===== src/rtl/shift_seq_pkg.sv =====
// Shared types and helpers for the multi-cycle left-shift sequencer.
package shift_seq_pkg;

    typedef enum logic [1:0] {
        IDLE = 2'd0,
        BUSY = 2'd1,
        DONE = 2'd2
    } state_t;

    function automatic int step_w(input int max_step);
        return $clog2(max_step + 1);
    endfunction

    function automatic int unsigned min_u(input int unsigned x, input int unsigned y);
        return (x < y) ? x : y;
    endfunction

endpackage


===== src/rtl/shift_sequencer_step.sv =====
// Narrow combinational step shifter: out = acc << amt.
module shift_step #(
    parameter int W  = 32,
    parameter int SW = 3
) (
    input  logic [W-1:0]  acc,
    input  logic [SW-1:0] amt,
    output logic [W-1:0]  out
);

    assign out = acc << amt;

endmodule


===== src/rtl/shift_sequencer.sv =====
// Computes c = a << b a few bit positions per cycle using one narrow step shifter.
// state | meaning
// IDLE  | waiting for an operand pair, s_ready high
// BUSY  | shifting acc by up to MAX_STEP per cycle until rem is consumed
// DONE  | result held on c with m_valid high until m_ready
module shift_sequencer
    import shift_seq_pkg::*;
#(
    parameter int DATA_WIDTH_A = 16,
    parameter int DATA_WIDTH_B = 5,
    parameter int DATA_WIDTH_C = 32,
    parameter int MAX_STEP     = 4
) (
    input  logic                    clk,
    input  logic                    rst,
    input  logic                    s_valid,
    output logic                    s_ready,
    input  logic [DATA_WIDTH_A-1:0] a,
    input  logic [DATA_WIDTH_B-1:0] b,
    output logic                    m_valid,
    input  logic                    m_ready,
    output logic [DATA_WIDTH_C-1:0] c,
    output logic                    busy
);

    localparam int STEP_W = step_w(MAX_STEP);

    state_t                  state, state_nxt;
    logic [DATA_WIDTH_C-1:0] acc, acc_nxt, acc_shifted, a_ext;
    logic [DATA_WIDTH_B-1:0] rem, rem_nxt, rem_after;
    logic [STEP_W-1:0]       step;

    assign a_ext     = DATA_WIDTH_C'(a);
    assign step      = STEP_W'(min_u(32'(rem), 32'(MAX_STEP)));
    assign rem_after = rem - DATA_WIDTH_B'(step);

    shift_step #(
        .W  (DATA_WIDTH_C),
        .SW (STEP_W)
    ) u_step (
        .acc (acc),
        .amt (step),
        .out (acc_shifted)
    );

    always_ff @(posedge clk) begin
        if (rst) begin
            state <= IDLE;
            acc   <= '0;
            rem   <= '0;
        end else begin
            state <= state_nxt;
            acc   <= acc_nxt;
            rem   <= rem_nxt;
        end
    end

    always_comb begin
        state_nxt = state;
        acc_nxt   = acc;
        rem_nxt   = rem;
        case (state)
            IDLE: begin
                if (s_valid) begin
                    acc_nxt = a_ext;
                    rem_nxt = b;
                    if (b == '0) begin
                        state_nxt = DONE;
                    end else if (32'(b) >= 32'(DATA_WIDTH_C)) begin
                        // every bit would be shifted out, so skip the iteration
                        acc_nxt   = '0;
                        state_nxt = DONE;
                    end else begin
                        state_nxt = BUSY;
                    end
                end
            end
            BUSY: begin
                acc_nxt = acc_shifted;
                rem_nxt = rem_after;
                if (rem_after == '0) begin
                    state_nxt = DONE;
                end
            end
            DONE: begin
                if (m_ready) begin
                    state_nxt = IDLE;
                end
            end
            default: state_nxt = IDLE;
        endcase
    end

    assign s_ready = (state == IDLE);
    assign m_valid = (state == DONE);
    assign busy    = (state != IDLE);
    assign c       = acc;

endmodule


===== config.mk =====
export PLATFORM = sky130hd
export DESIGN_NAME = shift_sequencer
export DESIGN_NICKNAME = d
export VERILOG_FILES = /design/src/rtl/shift_seq_pkg.sv /design/src/rtl/shift_sequencer_step.sv /design/src/rtl/shift_sequencer.sv
export SDC_FILE = /design/constraint.sdc
export NUM_CORES = 1
export LEC_CHECK = 0
export CAP_MARGIN = 40
export CORE_MARGIN = 4
export CORE_UTILIZATION = 51
export DETAILED_ROUTE_END_ITERATION = 8
export GPL_ROUTABILITY_DRIVEN = 0
export PLACE_DENSITY = 0.81
export SLEW_MARGIN = 20
export SYNTH_ARGS = -nofsm -noshare
export SYNTH_HDL_FRONTEND = slang
export SYNTH_SLANG_ARGS = --single-unit
export TNS_END_PERCENT = 100

===== constraint.sdc =====
create_clock -name clk -period 2.4 [get_ports clk]
set_clock_uncertainty 0.1 [all_clocks]
set_input_delay 0.6 -clock clk [delete_from_list [all_inputs] [get_ports clk]]
set_output_delay 0.6 -clock clk [all_outputs]
set_load 0.01 [all_outputs]

* Word level (Yosys, flattened, before mapping) *
Cells that the tools add are included.

operators by class
  add/subtract/negate cells = 1
  $lt $le $gt $ge = 1
  eq/ne operators = 5
  shift-type cells = 1
  muxes and demuxes = 10
  reduce and logical (&&, ||, !) cells = 7

operator list
  cell                number
  $pmux 32 s2         1
  $mux 32             1
  $shl 32x3->32       1
  $logic_not 5->1     2
  $pmux 5 s2          1
  $mux 2              4
  $pmux 2 s3          1
  $lt 5x3->1 const B  1
  $mux 5              1
  $sub 5x3->5         1
  $ne 2x2->1 const B  2
  $reduce_bool 2->1   2
  $mux 3              1
  $reduce_and 3->1    1
  $eq 2x1->1 const B  1
  $eq 2x2->1 const B  1
  $logic_not 2->1     1
  $ne 2x1->1 const B  1
  $reduce_and 2->1    1

storage, ports and cells
  bits in registers = 39
  output and inout port bits = 35

* Depth between registers and ports, before layout *
Gate-level depths: netlist (run 1).

  depth in word-level cells = 6
  depth in mapped cells = 10
  gate-level depth less buffers = 7

* Hierarchy *
Synthesis (run 1) repeated with hierarchy kept, for this count alone.

second synthesis, totals
  cell total of the unflattened synthesis = 347
  area total of the unflattened synthesis = 3,144.3 µm²

by module, submodules not included
  module           times used  cells an instance  area each (µm²)  seq. area each (µm²)
  shift_sequencer  1           194                1,840.5          780.7
  shift_step       1           153                1,303.8          0.0

* Worst setup path after synthesis (run 1) *
No wires, ideal clock.

  path type = reg2reg
  start = reg rem[2]
  end = reg state[1]
  library setup time = 131 ps
  arrival time = 1,980 ps
  path slack = 188 ps
  stages on the path, launching flop included = 11
  path buffers = 3
  clock period less this slack = 2,212 ps
  path through = dfxtp_1 > buf_2 > or3_1 > clkbuf_1 > buf_2 > nand2_1 > ha_1 > o21ai_0 > a21oi_1 > o211ai_1 > o32ai_1

on the way
  cells in the longest elaborated chain, start to end = 6

RTL lines
  element                              line                   RTL
  start, declared                      shift_sequencer.sv:30  logic [DATA_WIDTH_B-1:0] rem, rem_nxt, rem_after;
  start signal, assigned               shift_sequencer.sv:54  rem <= rem_nxt;
  $lt 5x3->1                           shift_seq_pkg.sv:15    return (x < y) ? x : y;
  $mux 3                               shift_seq_pkg.sv:15
  $sub 5x3->5 *                        shift_sequencer.sv:35  assign rem_after = rem - DATA_WIDTH_B'(step);
  $logic_not 5->1 *                    shift_sequencer.sv:81  if (rem_after == '0) begin
  $ne 2x2->1 (no source line) *        -
  $reduce_and 3->1 (no source line) *  -
  end signal, assigned                 shift_sequencer.sv:52  state <= state_nxt;
  end, declared                        shift_sequencer.sv:28  state_t state, state_nxt;

Mark *: on every way between the ends. The rest lies on a longest branch, timed or not.
A chain may end at the register's enable or synchronous reset.

* Worst setup path after layout (run 1) *
  start = reg rem[4]
  end = reg state[1]

Same word-level chain as after synthesis.

==> results of run 1 <==
-- cells by family after synthesis --
logic type,Yosys count,synth area share [%]
AOI/OAI and AO/OA,117,30.5
muxes,38,16.5
adders and majority gates,1,0.477
other,1,0.143
DFF,39,29.8
and+or+nand+nor,82,15.4
xor gates and xnor gates,1,0.334
buffers and inverters,42,6.91
-- path summary, 6_finish.rpt --
kind	cells past startpoint	start	endpoint	slack [ns]
hold reg to reg	1	c[31]$_SDFFE_PP0P_	c[31]$_SDFFE_PP0P_	0.38
hold / removal	1	c[31]$_SDFFE_PP0P_	c[31]$_SDFFE_PP0P_	0.38
setup reg to reg	7	rem[4]$_SDFFE_PP0P_	state[1]$_SDFFE_PP0P_	0.18
setup / recovery	7	rem[4]$_SDFFE_PP0P_	state[1]$_SDFFE_PP0P_	0.18
-- registers in the layout (all words and copies together) (netlist names) --
register and cells:
c 32, rem 5, state 2
-- power groups by stage --
| stage | Sequential, mW | Combinational, mW | Clock, mW |
|---|---|---|---|
| global placement | 0.879 | 0.988 | 0 |
| detailed placement | 0.880 | 1.00 | 0 |
| floorplan | 0.844 | 0.622 | 0 |
| finish | 0.871 | 1.02 | 0.458 |
| CTS | 0.865 | 1.01 | 0.459 |
| global route | 0.887 | 1.10 | 0.489 |
-- worst max-delay path, cell delays in order (launching register included) --
cell and delay (ns):
dfxtp_1 0.60, or3_1 0.21, nand2_1 0.06, ha_1 0.27
o21ai_0 0.28, a21oi_1 0.11, o211ai_1 0.27, o32ai_1 0.18
-- cells in the final DEF, fill, tap and decap left out, types with 3 or more instances in the layout --
cell type	instances
a211oi_1	5
a21o_1	3
a21oi_1	27
a221oi_1	7
a22oi_1	12
a31oi_1	5
buf_4	16
clkbuf_8	5
clkdlybuf4s50_1	59
dfxtp_1	38
inv_1	12
mux2_1	13
mux2_2	9
mux2i_1	14
nand2_1	27
nand2b_1	3
nand3_1	6
nor2_1	17
nor2b_1	6
nor3_1	10
o21a_1	5
o21ai_0	14
o21ai_1	7
o221ai_1	10
o2bb2ai_1	4
-- Yosys cell counts, types with 2 or more instances --
library cell / number
dfxtp_1: 39
a21oi_1: 27
nand2_1: 27
nor2_1: 17
clkbuf_1: 14
mux2i_1: 14
o21ai_0: 14
mux2_1: 13
a22oi_1: 12
inv_1: 12
buf_2: 10
nor3_1: 10
o221ai_1: 10
mux2_2: 9
a221oi_1: 7
o21ai_1: 7
nand3_1: 6
nor2b_1: 6
a211oi_1: 5
a31oi_1: 5
o21a_1: 5
o2bb2ai_1: 4
a21o_1: 3
nand2b_1: 3
a222oi_1: 2
a311oi_1: 2
and3_1: 2
inv_2: 2
mux4_2: 2
o211ai_1: 2
or3_1: 2
or4_1: 2
-- metrics by stage --
| stage | hold WS, ns | area, µm² | total power [mW] |
|---|---|---|---|
| finish | 0.380 | 3430 | 2.35 |
| global route | 0.411 | 3430 | 2.48 |
| CTS | 0.390 | 3430 | 2.33 |
| detailed placement | 0.374 | 3340 | 1.88 |
| global placement | 0.354 | 3340 | 1.87 |
| floorplan | 0.390 | 2620 | 1.47 |
-- per-layer routing --
metal / track usage (%) / vias to the layer above / share of wire [%]
met5: 0 / - / 0
met3: 5.19 / 15 / 8.7
met4: 9.79 / 0 / 2.0
met1: 36.3 / 1335 / 43
li1: - / 1324 / -
met2: 42.2 / 139 / 47
-- timing repair --
item,CTS,global route
endpoints found under the setup margin,0,1
buffers inserted,0,0
gates resized for setup,0,1
-- final cells by class --
cell class,count,share of cell area (%)
Tap cell,67,2.44
Clock buffer,5,2.01
Timing Repair Buffer,77,21.9
Sequential cell,39,22.8
Multi-Input combinational cell,240,48.7
Clock inverter,3,0.583
Inverter,15,1.64
==> flow_metrics.env, run 1 <==
export IMPL_cts_tree="built"
export IMPL_pre_cts_ws_ns=0.0432
export IMPL_syn_nets=347
export IMPL_setup_violations=0
export IMPL_leakagePower_nw=1.17
export IMPL_drt_antenna_violating_nets=0
export IMPL_via_count=2813
export IMPL_min_path_type="flop to flop"
export IMPL_multi_input_area_um2=1670
export IMPL_drv_slew=0
export IMPL_yosysWarnings=0
export IMPL_die_x_um=79.7
export IMPL_wl_per_cell_um=18.3
export IMPL_power_frac_seq_pct=37.0
export IMPL_fillers=399
export IMPL_synth_ff_type="dfxtp_1"
export IMPL_dieArea_um2=6360
export IMPL_ys_seq_area_share_pct=29.8
export IMPL_h_tree_depth=2
export IMPL_critPathRequiredTime_ns=2.46
export IMPL_chipHeight_um=79.7
export IMPL_grt_setup_unrepaired="no"
export IMPL_fin_util_pct=70.8
export IMPL_cts_root_buf="clkbuf_8"
export IMPL_status="complete, no violations"
export IMPL_fin_nets=404
export IMPL_min_period_over_period_pct=92.6
export IMPL_p_sw_share_pct=39.7
export IMPL_fmax_ghz=0.450
export IMPL_synth_edff_count=0
export IMPL_grt_max_degree=30
export IMPL_synth_seq_cells=39
export IMPL_first_pass_iters=5
export IMPL_hold_buffers=0
export IMPL_antenna_cells=0
export IMPL_drive_gt1_share_pct=11.9
export IMPL_cp_data_arrival_time_ns=2.29
export IMPL_max_cap_violations=0
export IMPL_hold_viol_final=0
export IMPL_start_util_pct=54.1
export IMPL_finalCriticalPeriod_ns=2.22
export IMPL_cts_buffer_depth=2
export IMPL_cp_start_kind="flop"
export IMPL_io_pins=60
export IMPL_drc=0
export IMPL_ys_top_cells_by_area="dfxtp_1 30%, mux2_1 5.6%, mux2i_1 5.3%"
export IMPL_power_frac_clock_pct=19.5
export IMPL_setup_tns_ns=0
export IMPL_synth_cell_types=58
export IMPL_port_buffers=59
export IMPL_async_flop_share_pct=0
export IMPL_groute_usage_overall_pct=26.8
export IMPL_clk_latency_ns=0.31
export IMPL_final_cells=446
export IMPL_design_core_area_um2=4850
export IMPL_synthToLayoutAreaGrowth_pct=30.8
export IMPL_wl_mm=8.17
export IMPL_crit_type="flop to flop"
export IMPL_synth_cells=321
export IMPL_synth_top_cell_area_share_pct=29.8
export IMPL_numCtsBuffers=5
export IMPL_cts_sinks=39
export IMPL_peakVddDrop_mv=0.312
export IMPL_fp_row_count=25
export IMPL_placed_cells=438
export IMPL_dpl_hpwl_mm=5.88
export IMPL_netlist_area_um2=2620
export IMPL_maxSlewHeadroom_pct=60.1
export IMPL_routed_via_density=6.31
export IMPL_first_iter_violations=300
export IMPL_p_int_mw=1.42
export IMPL_setup_ws_ns=0.178
export IMPL_grt_pass1_wl_mm=13.6
export IMPL_postSynthAreaPerCell_um2=8.17
export IMPL_power_share_combinational_pct=43.5
export IMPL_antenna_found_initial=0
export IMPL_worstMarginPinSlew_ns=0.594
export IMPL_grt_overflow_total=0
export IMPL_critPathCaptureType="flop"
export IMPL_switching_power_mw=0.933
export IMPL_worstPathMaxFanout=13
export IMPL_grt_pass1_vias=2714
export IMPL_yosys_area_top_type="dfxtp_1"
export IMPL_regArea_um2=782
export IMPL_clkTransAtPathRegs_ns=0.08
export IMPL_power_density_nw_per_um2=685
(Power assumes the default switching activity.)
==> inputs of run 2 (changes only) <==
--- a/config.mk
+++ b/config.mk
@@ -9,7 +9,8 @@
 export CORE_MARGIN = 4
-export CORE_UTILIZATION = 51
+export CORE_UTILIZATION = 63
 export DETAILED_ROUTE_END_ITERATION = 8
+export DONT_BUFFER_PORTS = 1
 export GPL_ROUTABILITY_DRIVEN = 0
-export PLACE_DENSITY = 0.81
-export SLEW_MARGIN = 20
+export PLACE_DENSITY = 0.79
+export SLEW_MARGIN = 10
 export SYNTH_ARGS = -nofsm -noshare
--- a/constraint.sdc
+++ b/constraint.sdc
@@ -4,2 +4,2 @@
 set_output_delay 0.6 -clock clk [all_outputs]
-set_load 0.01 [all_outputs]
+set_load 0.05 [all_outputs]
==> flow_metrics.env, run 2 (synthesized netlist as in run 1, its figures left out) <==
export IMPL_status="complete, no violations"
export IMPL_hold_buffers=0
export IMPL_final_common_cell="dfxtp_1"
export IMPL_critPathRequiredTime_ns=1.70
export IMPL_die_x_um=72.5
export IMPL_drc=0
export IMPL_first_pass_iters=5
export IMPL_fmax_ghz=0.455
export IMPL_grt_setup_unrepaired="no"
export IMPL_drt_antenna_violating_nets=0
export IMPL_antenna_cells=0
export IMPL_cts_setup_buffers=0
export IMPL_min_to="c[23]$_SDFFE_PP0P_"
export IMPL_cts_sinks=39
export IMPL_fin_nets=345
export IMPL_wl_mm=7.37
export IMPL_largest_reg_flops=32
export IMPL_grt_use_met2_pct=41.7
export IMPL_dieArea_um2=5260
export IMPL_maxSlewHeadroom_pct=54.8
export IMPL_chipHeight_um=72.5
export IMPL_dpl_hpwl_mm=5.23
export IMPL_groute_usage_overall_pct=28.7
export IMPL_cts_root_buf="clkbuf_8"
export IMPL_hp_start="rst"
export IMPL_setup_violations=0
export IMPL_cp_start_kind="flop"
export IMPL_cts_tree="built"
export IMPL_io_pins=60
export IMPL_grt_pass1_wl_mm=12.0
export IMPL_antenna_found_initial=0
export IMPL_cts_buffer_depth=2
export IMPL_routed_via_density=6.85
export IMPL_cts_resized=0
export IMPL_first_iter_violations=314
export IMPL_max_cap_violations=0
export IMPL_drive_gt1_share_pct=13.8
export IMPL_min_path_type="input pin to flop"
export IMPL_start_util_pct=65.6
export IMPL_holdPathStages=1
export IMPL_grt_pass1_vias=2363
export IMPL_grt_max_degree=30
export IMPL_design_core_area_um2=4000
export IMPL_finalCriticalPeriod_ns=2.20
export IMPL_leakagePower_nw=0.958
export IMPL_worstRegToRegCells=7
export IMPL_hold_viol_final=0
export IMPL_final_cells=370
export IMPL_grt_busiest_layer="met2"
export IMPL_globalRouteMet3Util_pct=9.28
export IMPL_clk_latency_ns=0.30
export IMPL_critPathCaptureType="output pin"
export IMPL_peakVddDrop_mv=0.508
export IMPL_reg2reg_to="state[1]$_SDFFE_PP0P_"
export IMPL_clkTransAtPathRegs_ns=0.08
export IMPL_wl_per_cell_um=19.9
export IMPL_grt_overflow_total=0
export IMPL_worstMarginPinSlew_ns=0.677
export IMPL_rrSetupSlack_ns=0.23
export IMPL_worstPathMaxFanout=17
export IMPL_port_buffers=0
export IMPL_fp_row_count=23
export IMPL_power_density_nw_per_um2=836
export IMPL_placed_cells=362
export IMPL_timing_rr_start="rem[1]$_SDFFE_PP0P_"
export IMPL_drv_slew=0
export IMPL_min_period_over_period_pct=91.6
export IMPL_use_met1_pct=38.9
export IMPL_layout_common_cells="39 x dfxtp_1, 27 x nand2_1, 27 x a21oi_1"
export IMPL_cp_data_arrival_time_ns=1.50
export IMPL_synthToLayoutAreaGrowth_pct=6.96
export IMPL_setup_tns_ns=0
export IMPL_numCtsBuffers=5
export IMPL_via_count=2534
export IMPL_crit_type="flop to output pin"
export IMPL_h_tree_depth=2
==> run 2: worst max-delay path by stage <==
stage | from | cells past startpoint | slack (ns) | end
floorplan | rem[2]$_SDFFE_PP0P_ | 10 | 0.19 | state[1]$_SDFFE_PP0P_
global placement | rem[4]$_SDFFE_PP0P_ | 4 | 0.37 | c[9]$_SDFFE_PP0P_
detailed placement | rem[1]$_SDFFE_PP0P_ | 7 | 0.29 | state[1]$_SDFFE_PP0P_
CTS | state[0]$_SDFFE_PP0P_ | 2 | 0.21 | s_ready
global route | rem[3]$_SDFFE_PP0P_ | 7 | 0.11 | state[1]$_SDFFE_PP0P_
finish | state[0]$_SDFFE_PP0P_ | 2 | 0.20 | s_ready
==> run 2: metal layers <==
metal / up-vias / share of wire, % / wire length, µm
met4: 0 / 1.9 / 142
li1: 1205 / - / -
met3: 14 / 10 / 753
met1: 1196 / 42 / 3110
met5: - / 0 / 0
met2: 119 / 46 / 3370
==> run 2: metrics by stage <==
| stage | util, % | setup slack [ns] | hold slack, ns | power [mW] | cell area, µm² |
|---|---|---|---|---|---|
| after global routing | 70.2 | 0.107 | 0.244 | 2.47 | 2810 |
| after detailed placement | 68.0 | 0.293 | 0.507 | 1.90 | 2720 |
| after CTS | 70.2 | 0.210 | 0.259 | 2.34 | 2810 |
| after floorplan | - | 0.188 | 0.532 | 1.68 | 2620 |
| after global placement | 68.0 | 0.365 | 0.499 | 1.89 | 2720 |
| final | 70.2 | 0.202 | 0.261 | 2.35 | 2810 |
==> run 2: area by class of cell <==
class,count,area (µm²)
clock buffer,6,72.6
clock inverter,2,12.5
fill,340,1190
inverter,15,56.3
multi-input combinational,240,1670
sequential,39,781
tap,50,62.6
timing repair buffer,18,148
==> run 2: worst max-delay path, cell delays in order (launching register included) <==
cell and delay [ns]:
dfxtp_1 0.50, or2_2 0.38, inv_1 0.33
==> run 2: power by group <==
part           total, mW  internal, mW  leakage (nW)  switching (mW)
sequential          1.10         0.729         0.320           0.372
combinational      0.806         0.334         0.597           0.471
clock              0.440         0.203        0.0412           0.237
